===== src/rtl/accum_buffer_if.sv =====
// Stream bundle between a systolic column, its accumulation buffer and the writeback path.
// The slave side is the buffer: it sinks partial sums and sources final sums.
interface accum_buffer_if #(
   parameter int OFMAP_WIDTH = 32,
   parameter int ACC_WIDTH   = 32
);
   logic                          in_valid;
   logic signed [OFMAP_WIDTH-1:0] in_data;
   logic                          out_valid;
   logic                          out_ready;
   logic signed [ACC_WIDTH-1:0]   out_data;

   modport master (
      output in_valid, in_data, out_ready,
      input  out_valid, out_data
   );

   modport slave (
      input  in_valid, in_data, out_ready,
      output out_valid, out_data
   );
endinterface


===== src/rtl/accum_buffer.sv =====
// Per-column partial-sum accumulation buffer: sums num_passes tiles into a small bank, then drains it.
// Define ACCUM_BUF_SAT_EN to saturate accumulation sums instead of letting them wrap.
module accum_buffer #(
   parameter int OFMAP_WIDTH = 32,
   parameter int ACC_WIDTH   = 32,
   parameter int BANK_DEPTH  = 16,
   parameter int ADDR_WIDTH  = 4
) (
   input  logic                  clk,
   input  logic                  rst,
   input  logic                  config_en,
   input  logic [7:0]            config_num_passes,
   input  logic [ADDR_WIDTH:0]   config_num_elems,
   accum_buffer_if.slave         bus,
   output logic                  busy,
   output logic                  done
);

   typedef enum logic [1:0] {
      IDLE  = 2'd0,
      ACCUM = 2'd1,
      DRAIN = 2'd2
   } state_t;

   localparam logic [ADDR_WIDTH:0]   ELEMS_ONE  = 1;
   localparam logic [ADDR_WIDTH:0]   ELEMS_MAX  = (ADDR_WIDTH+1)'(BANK_DEPTH);
   localparam logic [ADDR_WIDTH-1:0] ADDR_ONE   = 1;

   state_t                 state, state_next;
   logic [ADDR_WIDTH-1:0]  elem_cnt, elem_next;
   logic [7:0]             pass_cnt, pass_next;
   logic [7:0]             num_passes, passes_next;
   logic [ADDR_WIDTH:0]    num_elems, elems_next;
   logic                   done_next;
   logic                   mem_we;
   logic                   cfg_legal;
   logic                   elem_last;
   logic                   pass_last;

   logic signed [ACC_WIDTH-1:0] mem [BANK_DEPTH];
   logic signed [ACC_WIDTH-1:0] mem_rd;
   logic signed [ACC_WIDTH-1:0] in_ext;
   logic signed [ACC_WIDTH-1:0] sum_raw;
   logic signed [ACC_WIDTH-1:0] sum;
   logic signed [ACC_WIDTH-1:0] mem_wdata;

   assign cfg_legal = (config_num_passes != 8'd0) && (config_num_elems != '0) &&
                      (config_num_elems <= ELEMS_MAX);
   assign elem_last = (({1'b0, elem_cnt} + ELEMS_ONE) == num_elems);
   assign pass_last = ((pass_cnt + 8'd1) == num_passes);

   assign mem_rd  = mem[elem_cnt];
   assign in_ext  = ACC_WIDTH'($signed(bus.in_data));
   assign sum_raw = mem_rd + in_ext;

`ifdef ACCUM_BUF_SAT_EN
   localparam logic signed [ACC_WIDTH-1:0] SAT_MAX = {1'b0, {(ACC_WIDTH-1){1'b1}}};
   localparam logic signed [ACC_WIDTH-1:0] SAT_MIN = {1'b1, {(ACC_WIDTH-1){1'b0}}};
   logic ovf;

   // Same-sign operands producing an opposite-sign result is the only overflow case.
   assign ovf = (mem_rd[ACC_WIDTH-1] == in_ext[ACC_WIDTH-1]) &&
                (sum_raw[ACC_WIDTH-1] != mem_rd[ACC_WIDTH-1]);
   assign sum = ovf ? (mem_rd[ACC_WIDTH-1] ? SAT_MIN : SAT_MAX) : sum_raw;
`else
   assign sum = sum_raw;
`endif

   // Pass 0 overwrites so whatever the bank held before this job never reaches a result.
   assign mem_wdata = (pass_cnt == 8'd0) ? in_ext : sum;

   always_ff @(posedge clk) begin
      if (mem_we)
         mem[elem_cnt] <= mem_wdata;
   end

   always_ff @(posedge clk or posedge rst) begin
      if (rst) begin
         state      <= IDLE;
         elem_cnt   <= '0;
         pass_cnt   <= '0;
         num_passes <= '0;
         num_elems  <= '0;
         done       <= 1'b0;
      end else begin
         state      <= state_next;
         elem_cnt   <= elem_next;
         pass_cnt   <= pass_next;
         num_passes <= passes_next;
         num_elems  <= elems_next;
         done       <= done_next;
      end
   end

   always_comb begin
      state_next  = state;
      elem_next   = elem_cnt;
      pass_next   = pass_cnt;
      passes_next = num_passes;
      elems_next  = num_elems;
      done_next   = 1'b0;
      mem_we      = 1'b0;
      case (state)
         IDLE: begin
            if (config_en && cfg_legal) begin
               passes_next = config_num_passes;
               elems_next  = config_num_elems;
               elem_next   = '0;
               pass_next   = '0;
               state_next  = ACCUM;
            end
         end
         ACCUM: begin
            if (bus.in_valid) begin
               mem_we = 1'b1;
               if (elem_last) begin
                  elem_next = '0;
                  if (pass_last)
                     state_next = DRAIN;
                  else
                     pass_next = pass_cnt + 8'd1;
               end else begin
                  elem_next = elem_cnt + ADDR_ONE;
               end
            end
         end
         DRAIN: begin
            if (bus.out_ready) begin
               if (elem_last) begin
                  elem_next  = '0;
                  state_next = IDLE;
                  done_next  = 1'b1;
               end else begin
                  elem_next = elem_cnt + ADDR_ONE;
               end
            end
         end
         default: state_next = IDLE;
      endcase
   end

   assign busy          = (state != IDLE);
   assign bus.out_valid = (state == DRAIN);
   assign bus.out_data  = (state == DRAIN) ? mem_rd : '0;

endmodule


===== src/flat_wrapper.sv =====
// flat-port wrapper written by rule: the top's interface ports become plain ports
module accum_buffer_flat 
#(
   parameter int OFMAP_WIDTH = 32,
   parameter int ACC_WIDTH   = 32,
   parameter int BANK_DEPTH  = 16,
   parameter int ADDR_WIDTH  = 4
)
  (clk, rst, config_en, config_num_passes, config_num_elems, busy, done, bus_in_valid, bus_in_data, bus_out_ready, bus_out_valid, bus_out_data);
  accum_buffer_if #(.OFMAP_WIDTH(OFMAP_WIDTH), .ACC_WIDTH(ACC_WIDTH)) bus_i ();
  input  logic clk;
  input  logic rst;
  input  logic config_en;
  input  logic [7:0] config_num_passes;
  input  logic [ADDR_WIDTH:0] config_num_elems;
  output logic busy;
  output logic done;
  input wire logic [$bits(bus_i.in_valid)-1:0] bus_in_valid;
  input wire logic [$bits(bus_i.in_data)-1:0] bus_in_data;
  input wire logic [$bits(bus_i.out_ready)-1:0] bus_out_ready;
  output wire logic [$bits(bus_i.out_valid)-1:0] bus_out_valid;
  output wire logic [$bits(bus_i.out_data)-1:0] bus_out_data;
  assign bus_i.in_valid = bus_in_valid;
  assign bus_i.in_data = bus_in_data;
  assign bus_i.out_ready = bus_out_ready;
  assign bus_out_valid = bus_i.out_valid;
  assign bus_out_data = bus_i.out_data;
  accum_buffer #(.OFMAP_WIDTH(OFMAP_WIDTH), .ACC_WIDTH(ACC_WIDTH), .BANK_DEPTH(BANK_DEPTH), .ADDR_WIDTH(ADDR_WIDTH)) u_core (.clk(clk), .rst(rst), .config_en(config_en), .config_num_passes(config_num_passes), .config_num_elems(config_num_elems), .bus(bus_i), .busy(busy), .done(done));
endmodule

===== config.mk =====
export PLATFORM = sky130hd
export DESIGN_NAME = accum_buffer_flat
export DESIGN_NICKNAME = d
export VERILOG_FILES = /design/src/rtl/accum_buffer_if.sv /design/src/rtl/accum_buffer.sv /design/src/flat_wrapper.sv
export SDC_FILE = /design/constraint.sdc
export NUM_CORES = 1
export LEC_CHECK = 0
export ABC_AREA = 1
export BUFFER_PORTS_ARGS = -buffer_cell sky130_fd_sc_hd__clkbuf_2
export CAP_MARGIN = 5
export CORE_MARGIN = 2
export CORE_UTILIZATION = 62
export DETAILED_ROUTE_END_ITERATION = 6
export PLACE_DENSITY = 0.85
export SETUP_SLACK_MARGIN = 0.3
export SLEW_MARGIN = 0
export SYNTH_ARGS = -nofsm -noshare
export SYNTH_HDL_FRONTEND = slang
export SYNTH_SLANG_ARGS = --single-unit

===== constraint.sdc =====
create_clock -name clk -period 5.4 [get_ports clk]
set_input_delay 0.81 -clock clk [delete_from_list [all_inputs] [get_ports clk]]
set_output_delay 0.81 -clock clk [all_outputs]
set_load 0.03 [all_outputs]

Word-level counts from Yosys, hierarchy flattened --
Memory sizes are Yosys's and may differ from the RTL's. Index checks and enable logic that the tools add are counted. Widths: inputs -> output; s select.
Storage, ports and cells: bits of input ports 50, bits in writable memories 512, logic and storage cells 63, register bits 28, ROM bits 0, output and inout bits 35, memories kept 1, latch bits 0
Memory list:
- u_core.mem | depth 16, bits a word 32, rd ports 1, clocked after memory_dff 0, wr ports 1, line accum_buffer.sv:40 | logic signed [ACC_WIDTH-1:0] mem [BANK_DEPTH];
Cells by class: $add $sub $neg 4, $lt $le $gt $ge 1, bitwise logic cells 0, multiply operators 0, equality and inequality tests 11, divide/modulo/power cells 0, mux-type cells 26, shift operators 0, reduce and logical (&&, ||, !) cells 14
Operator list (number):
- $mux 32 | 2
- $add 32x32->32 | 1
- $mux 8 | 4
- $mux 4 | 4
- $pmux 8 s2 | 1
- $mux 2 | 6
- $pmux 4 s3 | 1
- $add 8x1->8 const B | 1
- $eq 8x8->1 | 1
- $logic_not 8->1 | 1
- $ne 2x1->1 const B | 4
- $reduce_bool 8->1 | 1
- $mux 1 | 7
- $ne 2x2->1 const B | 3
- $pmux 2 s3 | 1
- $reduce_and 6->1 | 1
- $add 4x1->5 const B | 1
- $eq 5x5->1 | 1
- $le 5x5->1 const B | 1
- $reduce_and 5->1 | 1
- $reduce_bool 5->1 | 1
- $add 4x1->4 const B | 1
- $reduce_and 4->1 | 1
- $reduce_bool 2->1 | 2
- 6 further kinds | 8

Depth between registers and ports, before layout --
Gate-level depths: netlist of run 1.
word-level depth 6, depth in mapped cells 22, gate-level depth less buffers 19

Worst setup path before layout of run 1 --
Ideal clock, no wire load.
path type reg2reg, start register u_core.elem_cnt[0], end memory u_core.mem[0][12] (data pin), period minus slack after synthesis 3.756 ns, setup time 0.330 ns, stages on the path, launching flop included 19, setup slack 1.644 ns, path buffers 4, data arrival time 3.426 ns, data required time 5.070 ns, path through dfrtp_1 -> buf_4 -> buf_8 -> buf_4 -> buf_2 -> nor2_1 -> o22ai_1 -> a22o_1 -> inv_1 -> nand3_1 -> ha_1 -> fa_1 -> nand3_1 -> nand2_1 -> nand2_1 -> nand2_1 -> a21o_1 -> xnor2_1 -> o21ai_0
On the way: longest elaborated chain between the ends 3
RTL lines:
- start, declared | line accum_buffer.sv:30 | logic [ADDR_WIDTH-1:0] elem_cnt, elem_next;
- start signal, assigned | line accum_buffer.sv:87 | elem_cnt <= elem_next;
- $mem_v2 16x32
- $add 32x32->32 | line accum_buffer.sv:54 | assign sum_raw = mem_rd + in_ext;
- $mux 32 | line accum_buffer.sv:70 | assign mem_wdata = (pass_cnt == 8'd0) ? in_ext : sum;
- net u_core.mem_wdata[12] | line accum_buffer.sv:45 | logic signed [ACC_WIDTH-1:0] mem_wdata;
- end, declared | line accum_buffer.sv:40
The timed path passes the listed nets, and every way through them passes these cells.

Final worst setup path of run 1 --
start register u_core.elem_cnt[0], end memory u_core.mem[9][18] (data pin)
Same word-level chain as after synthesis.

==> results of run 1 <==
==> timing repair <==
action	in CTS	in global routing
hold buffers	0	0
setup endpoints to repair	0	32
gates resized for setup	0	1
==> power breakdown <==
part           internal, W  leakage (nW)  switching, W  total (W)
Combinational      0.00203          3.91       0.00479    0.00682
Clock              0.00185         0.748       0.00149    0.00334
Sequential         0.00554          4.97      0.000134    0.00567
Total              0.00941          9.63       0.00642     0.0158
==> worst max path at each step <==
stage                       start                  to  slack [ps]  depth (start not counted)
4_1_cts        u_core.elem_cnt[0]   u_core.mem[4][29]         640                         17
5_1_grt        u_core.elem_cnt[0]  u_core.mem[13][29]         310                         15
6_report       u_core.elem_cnt[0]   u_core.mem[9][18]         630                         16
3_5_place_dp   u_core.elem_cnt[0]   u_core.mem[6][29]         700                         17
2_1_floorplan  u_core.elem_cnt[0]   u_core.mem[0][12]        1640                         18
3_3_place_gp   u_core.elem_cnt[0]   u_core.mem[6][29]         700                         17
==> stage by stage <==
stage,instances,setup slack (ps),hold WS (ps)
after floorplan,2158,1640,485
after global placement,2695,698,503
after detailed placement,2695,696,500
after CTS,2787,640,436
after global routing,2787,315,455
final,2787,629,440
==> cells by family after synthesis <==
family / Yosys count / share of synthesized area
AND/OR/NAND/NOR: 789 / 0.135
AO/OA/AOI/OAI: 561 / 0.132
flip-flops: 540 / 0.669
buffers and inverters: 207 / 0.0353
adder cells (fa/ha/maj): 42 / 0.0222
XOR/XNOR: 17 / 0.00651
multiplexers: 2 / 0.000937
==> layout make-up <==
cell class / instances / area share
Timing Repair Buffer: 128 / 0.0300
Tap cell: 518 / 0.0243
Inverter: 98 / 0.0140
Clock inverter: 24 / 0.00562
Sequential cell: 540 / 0.602
Multi-Input combinational cell: 1411 / 0.272
Clock buffer: 68 / 0.0518
==> layout by cell type, fill, tap and decap left out, types with 11 or more instances in the layout <==
master     Yosys  final
clkbuf_2       0     84
nand4_1       15     15
a31oi_1       31     31
clkbuf_1      73     15
edfxtp_1     512    512
inv_1         95     93
nor2_1       336    318
o22ai_1      130    130
a22o_1        31     31
clkbuf_16      0     53
ha_1          41     41
nand2_1      310    310
xnor2_1       14     14
o21ai_0      308    307
nor2_4         0     18
dfrtp_1       28     26
clkinv_1       2     11
a21oi_1       44     44
nand3_1       93     93
buf_4          7     40
==> routing by layer <==
| metal | up-vias | global-route usage | wire, um |
|---|---|---|---|
| met3 | 230 | 0.0568 | 8220 |
| met2 | 1276 | 0.511 | 30500 |
| met1 | 8557 | 0.438 | 23700 |
| li1 | 7958 | - | - |
| met5 | - | 0 | 0 |
| met4 | 0 | 0.153 | 3050 |
==> worst register-to-register path: stages (launching register included) <==
cell and delay [ps]:
dfrtp_4 820, inv_6 390, buf_12 400, o21ai_0 230
o22ai_1 110, a22o_1 210, inv_1 70, nand3_1 150
ha_1 400, nand2_1 130, nor2_1 340, nand2_1 190
or2_2 360, nand3_1 80, nand2_1 50, nand3_1 60
nand2_1 370
==> sequential cells by signal, indices dropped and copies added, names as in the netlist <==
name,flops
u_core.mem,512
u_core.num_passes,8
u_core.pass_cnt,8
u_core.num_elems,5
u_core.elem_cnt,4
u_core.state,2
u_core.done,1
==> run summary, run 1 <==
Setup Fix Bufs, Post-CTS - 0
CTS tree - done
Seq/Total Area, Yosys - 0.669
Endpoint, Worst Hold - u_core.num_elems[3]
Ys async rst share - 0.0519
HP Class - input pin to flip-flop
Main flop type after synthesis - edfxtp_1
Global-route wire length before repair - 99100 um
Mapped Cells - 2158
Root buffer cell - clkbuf_16
Grt ovf - 0
Synthesized area per cell - 11.1 um^2
Initial antenna violation count - 0
Worst Hold Path Cells - 3
CORE AREA - 38500 um^2
VDD IR max - 0.000353 V
Number of global-route vias before repair - 17368
Tot Pwr - 0.0158 W
Vias per std cell - 6.47
Worst R2R Path Depth - 16
Worst EP arrival - 4960 ps
Ratio of cells with drive above 1 in the final layout - 0.105
Clock latency on the worst-skew pair - 610 ps
Maximum clock path buffer count - 3
Post-synth top cells - 512 x edfxtp_1, 336 x nor2_1, 310 x nand2_1, 308 x o21ai_0, 130 x o22ai_1
Routed WL - 65500 um
Largest delay contributor family on the critical path - simple AND/OR/NAND/NOR gates
Synth top area cells - edfxtp_1 64%, o21ai_0 6.4%, nor2_1 5.2%, nand2_1 4.8%, o22ai_1 3.4%
Slew @ Worst Pin - 1150 ps
Synth top area share - 0.640
Crit-path cells - inv_6, buf_12, o21ai_0, o22ai_1, a22o_1, inv_1, nand3_1, ha_1, nand2_1, nor2_1, nand2_1, or2_2, nand3_1, nand2_1, nand3_1, nand2_1
Wirelength per Cell - 23.5 um
# H-tree levels - 2
Width of the die - 201 um
Gr usage total - 0.322
CTS clock-pin slew for the worst setup and hold paths - 60 ps
Crit path required time - 5590 ps
Setup CP Type - flip-flop to flip-flop
Most used cell, CP - nand2_1
EDFF count, synth - 512
Yosys cell types - 40
Initial Util - 0.625
Die ar. - 40400 um^2
Final Hold Vio Count - 0
Most area-hungry cell type in the Yosys netlist - edfxtp_1
Critical path endpoint category - flip-flop
Fin. max-slew vios - 0
P_leak - 9.63 nW
PD cells - 593 nW/um^2
Crit Reg-Reg Endpoint - u_core.mem[9][18]
Hold Startpoint - config_num_elems[3]
I/O pin cnt - 85
Initial DRC count - 2823
# port buffers - 84
Yosys reg bits - 540
Tmin final - 4770 ps
Clock buffer count from CTS - 52
Reg2reg start - u_core.elem_cnt[0]
Finished Cell Area - 26700 um^2
Setup Total Neg Slack - 0 ps
Antenna-violating nets left - 0
Slowest cell on the critical path - dfrtp_4
Worst Path Buf+Inv - 3
Drt pass-1 iters - 6
Reg area - 16100 um^2
Fmax - 210 MHz
Max-cap violation count - 0
Largest net degree at the start of global routing - 213
Fillcell total - 2555
Final core occ - 0.694
DP Wirelength - 38500 um
Die Ht - 201 um
Routability cong. - 1.04
Finish-stage setup viols - 0
Clock sinks - 540
Count leader, synth - edfxtp_1
Synth-to-layout area growth - 11.0%
Startpoint types - flip-flop
Synth warn - 0
Post-route clock skew - 26.5 ps
Area of the multi-input gates - 7260 um^2
Nets - 2323
Drt drc - 0
RSZ-0062 raised after global routing - no
Worst slew margin - 0.230
Cell Area, Placed - 25200 um^2
Status - complete, no violations
Period utilization - 0.884
Worst-path maximum fanout - 94
Vias - 18021
Post-synth design cell area - 24000 um^2
Antenna diode count - 0
Slowest stage delay, CP - 820 ps
Syn Nets - 2250
Num rows - 72
R2r setup slk - 630 ps
(Power assumes the default switching activity.)
==> run 2, diff against run 1 <==
Settings changed: ABC_AREA 1 to default.
==> run summary, run 2 <==
Status - finished with violations
Failing checks - DRC
Post-route clock skew - 22.9 ps
Initial Util - 0.632
Drt drc - 1
Synth-to-layout area growth - 13.9%
Yosys reg bits - 540
Post-synth top cells - 512 x edfxtp_1, 160 x mux4_2, 55 x a21oi_1, 52 x nand2_1, 48 x nor2_1
Period utilization - 0.905
Clock latency on the worst-skew pair - 600 ps
Wirelength per Cell - 29.0 um
Biggest regs - u_core.mem: 512 flops, u_core.num_passes: 8 flops, u_core.pass_cnt: 8 flops
Startpoint types - flip-flop
Clock buffer count from CTS - 53
Final Hold Vio Count - 0
Antenna-violating nets left - 0
Global routing usage on met1 - 0.408
Main flop type after synthesis - edfxtp_1
Routability cong. - 0.904
Maximum clock path buffer count - 3
Synth top area cells - edfxtp_1 66%, mux4_2 16%, dfrtp_1 3.0%, ha_1 2.2%, a21oi_1 1.2%
Commonest non-fill, non-tap cell in the layout - edfxtp_1
PD cells - 512 nW/um^2
Vias - 12941
Critical path endpoint category - flip-flop
Drt pass-1 iters - 7
Most used routing layer - met2
Synth warn - 0
Met3 Use GR - 0.0492
Die ar. - 39000 um^2
Worst-path maximum fanout - 16
Fmax - 205 MHz
Slowest stage delay, CP - 570 ps
Slew @ Worst Pin - 1180 ps
Ratio of cells with drive above 1 in the final layout - 0.308
Mapped Cells - 1257
Max reg flops - 512
Count leader, synth - edfxtp_1
HP Class - input pin to async pin
Worst EP arrival - 5200 ps
Most area-hungry cell type in the Yosys netlist - edfxtp_1
Number of global-route vias before repair - 12870
# H-tree levels - 2
Nets - 1482
CTS clock-pin slew for the worst setup and hold paths - 60 ps
Hold Buf Count CTS - 0
Crit-path cells - buf_4, mux4_2, mux4_2, fa_1, a21o_1, a221o_2, a221oi_4, o21ai_2, o31ai_4, o21ai_1, xnor2_1, o21ai_2
Ys async rst share - 0.0519
Post-synthesis mux area share - 0.162
I/O pin cnt - 85
Num rows - 70
VDD IR max - 0.000350 V
Width of the die - 197 um
Synthesized area per cell - 18.5 um^2
Antenna diode count - 0
Clock sinks - 540
Grt ovf - 0
Routing usage on met2 - 0.478
Crit path required time - 5710 ps
Seq/Total Area, Yosys - 0.693
Post-synth design cell area - 23200 um^2
Worst R2R Path Depth - 12
CTS tree - done
Synth top area share - 0.663
Initial DRC count - 1690
Setup CP Type - flip-flop to flip-flop
Tot Pwr - 0.0135 W
Global-route wire length before repair - 81700 um
DP Wirelength - 31500 um
Largest Register - u_core.mem
EDFF count, synth - 512
Initial antenna violation count - 0
Largest net degree at the start of global routing - 38
Routed WL - 55200 um
Post-Synth XOR/XNOR Area - 0.0159
Root buffer cell - clkbuf_16
Main combinational cell family by area after synthesis - multiplexers
P_leak - 8.81 nW
Vias per std cell - 6.81
Worst slew margin - 0.212
Fin. max-slew vios - 0
Most frequent cells in the layout - 512 x edfxtp_1, 160 x mux4_2, 84 x clkbuf_2, 53 x clkbuf_16, 53 x buf_4
Die Ht - 197 um
RSZ-0062 raised after global routing - no
Post-synthesis adder-cell area fraction - 0.0234
Post-Synth Simple-Gate Area - 0.0455
Slowest cell on the critical path - dfrtp_4
Finish-stage setup viols - 0
Synth Area in Compound Gates - 0.0453
Setup Total Neg Slack - 0 ps
Gr usage total - 0.292
CORE AREA - 36700 um^2
Syn Nets - 1349
# port buffers - 84
Yosys cell types - 58
Tmin final - 4890 ps
Max-cap violation count - 0
==> run 2: changes by cell type after synthesis, sizes merged, moves of 126 or more <==
cell   change
nor2     -290
o21ai    -264
nand2    -261
mux4     +160
o22ai    -126
==> run 2: power breakdown <==
| group | internal, W | switching [W] | total (W) | leakage (nW) |
|---|---|---|---|---|
| Combinational | 0.00202 | 0.00265 | 0.00467 | 2.98 |
| Sequential | 0.00497 | 0.000147 | 0.00512 | 4.96 |
| Clock | 0.00219 | 0.00156 | 0.00375 | 0.868 |
| Total | 0.00919 | 0.00435 | 0.0135 | 8.81 |
==> run 2: logic make-up after synthesis <==
family	Yosys count
AO/OA/AOI/OAI	164
flip-flops	540
multiplexers	174
XOR/XNOR	42
AND/OR/NAND/NOR	213
adder cells (fa/ha/maj)	43
buffers and inverters	81
==> run 2: through the flow <==
step	instance area, um^2	setup slack, ps	util	std cells	hold slack, ps
finish	26400	511	0.720	1901	468
global route	26400	327	0.720	1901	469
global placement	24500	259	0.667	1794	513
floorplan	23200	402	-	1257	500
CTS	26300	370	0.717	1892	447
detailed placement	24500	2.76	0.667	1794	517
==> run 2: repair_timing <==
item / CTS / global route
setup buffers: 0 / 9
pin swaps: 0 / 1
setup endpoints to repair: 224 / 212
gates resized for setup: 15 / 6
==> run 2: worst paths after layout <==
kind                                startpoint                  end  slack (ps)
hold reg to reg            u_core.num_elems[1]  u_core.num_elems[1]         530
max in group asynchronous                  rst   u_core.elem_cnt[1]        4140
min in group clk           config_num_elems[3]  u_core.num_elems[3]         470
setup / recovery            u_core.elem_cnt[0]   u_core.mem[15][30]         510
hold / removal                             rst  u_core.num_elems[0]         470
setup reg to reg            u_core.elem_cnt[0]   u_core.mem[15][30]         510
==> run 2: critical path, delay by kind of cell (launching register included) <==
family / cells / cell delay (ps)
compound gates: 7 / 2170
mux: 2 / 1060
flops: 1 / 570
fa+ha+maj: 1 / 470
buf+inv: 1 / 170
xor+xnor: 1 / 170
==> run 2: cell type report <==
| cell class | count | area (um^2) |
|---|---|---|
| Sequential cell | 540 | 16100 |
| Fill cell | 2105 | 10300 |
| Multi-Input combinational cell | 636 | 6990 |
| Clock buffer | 62 | 1360 |
| Timing Repair Buffer | 142 | 918 |
| Tap cell | 468 | 586 |
| Clock inverter | 36 | 408 |
| Inverter | 17 | 63.8 |
==> run 2: layer usage <==
layer | part of all wire | routed length [um]
met2 | 0.50 | 27700
met1 | 0.37 | 20400
met3 | 0.095 | 5240
met5 | 0 | 0
met4 | 0.034 | 1880
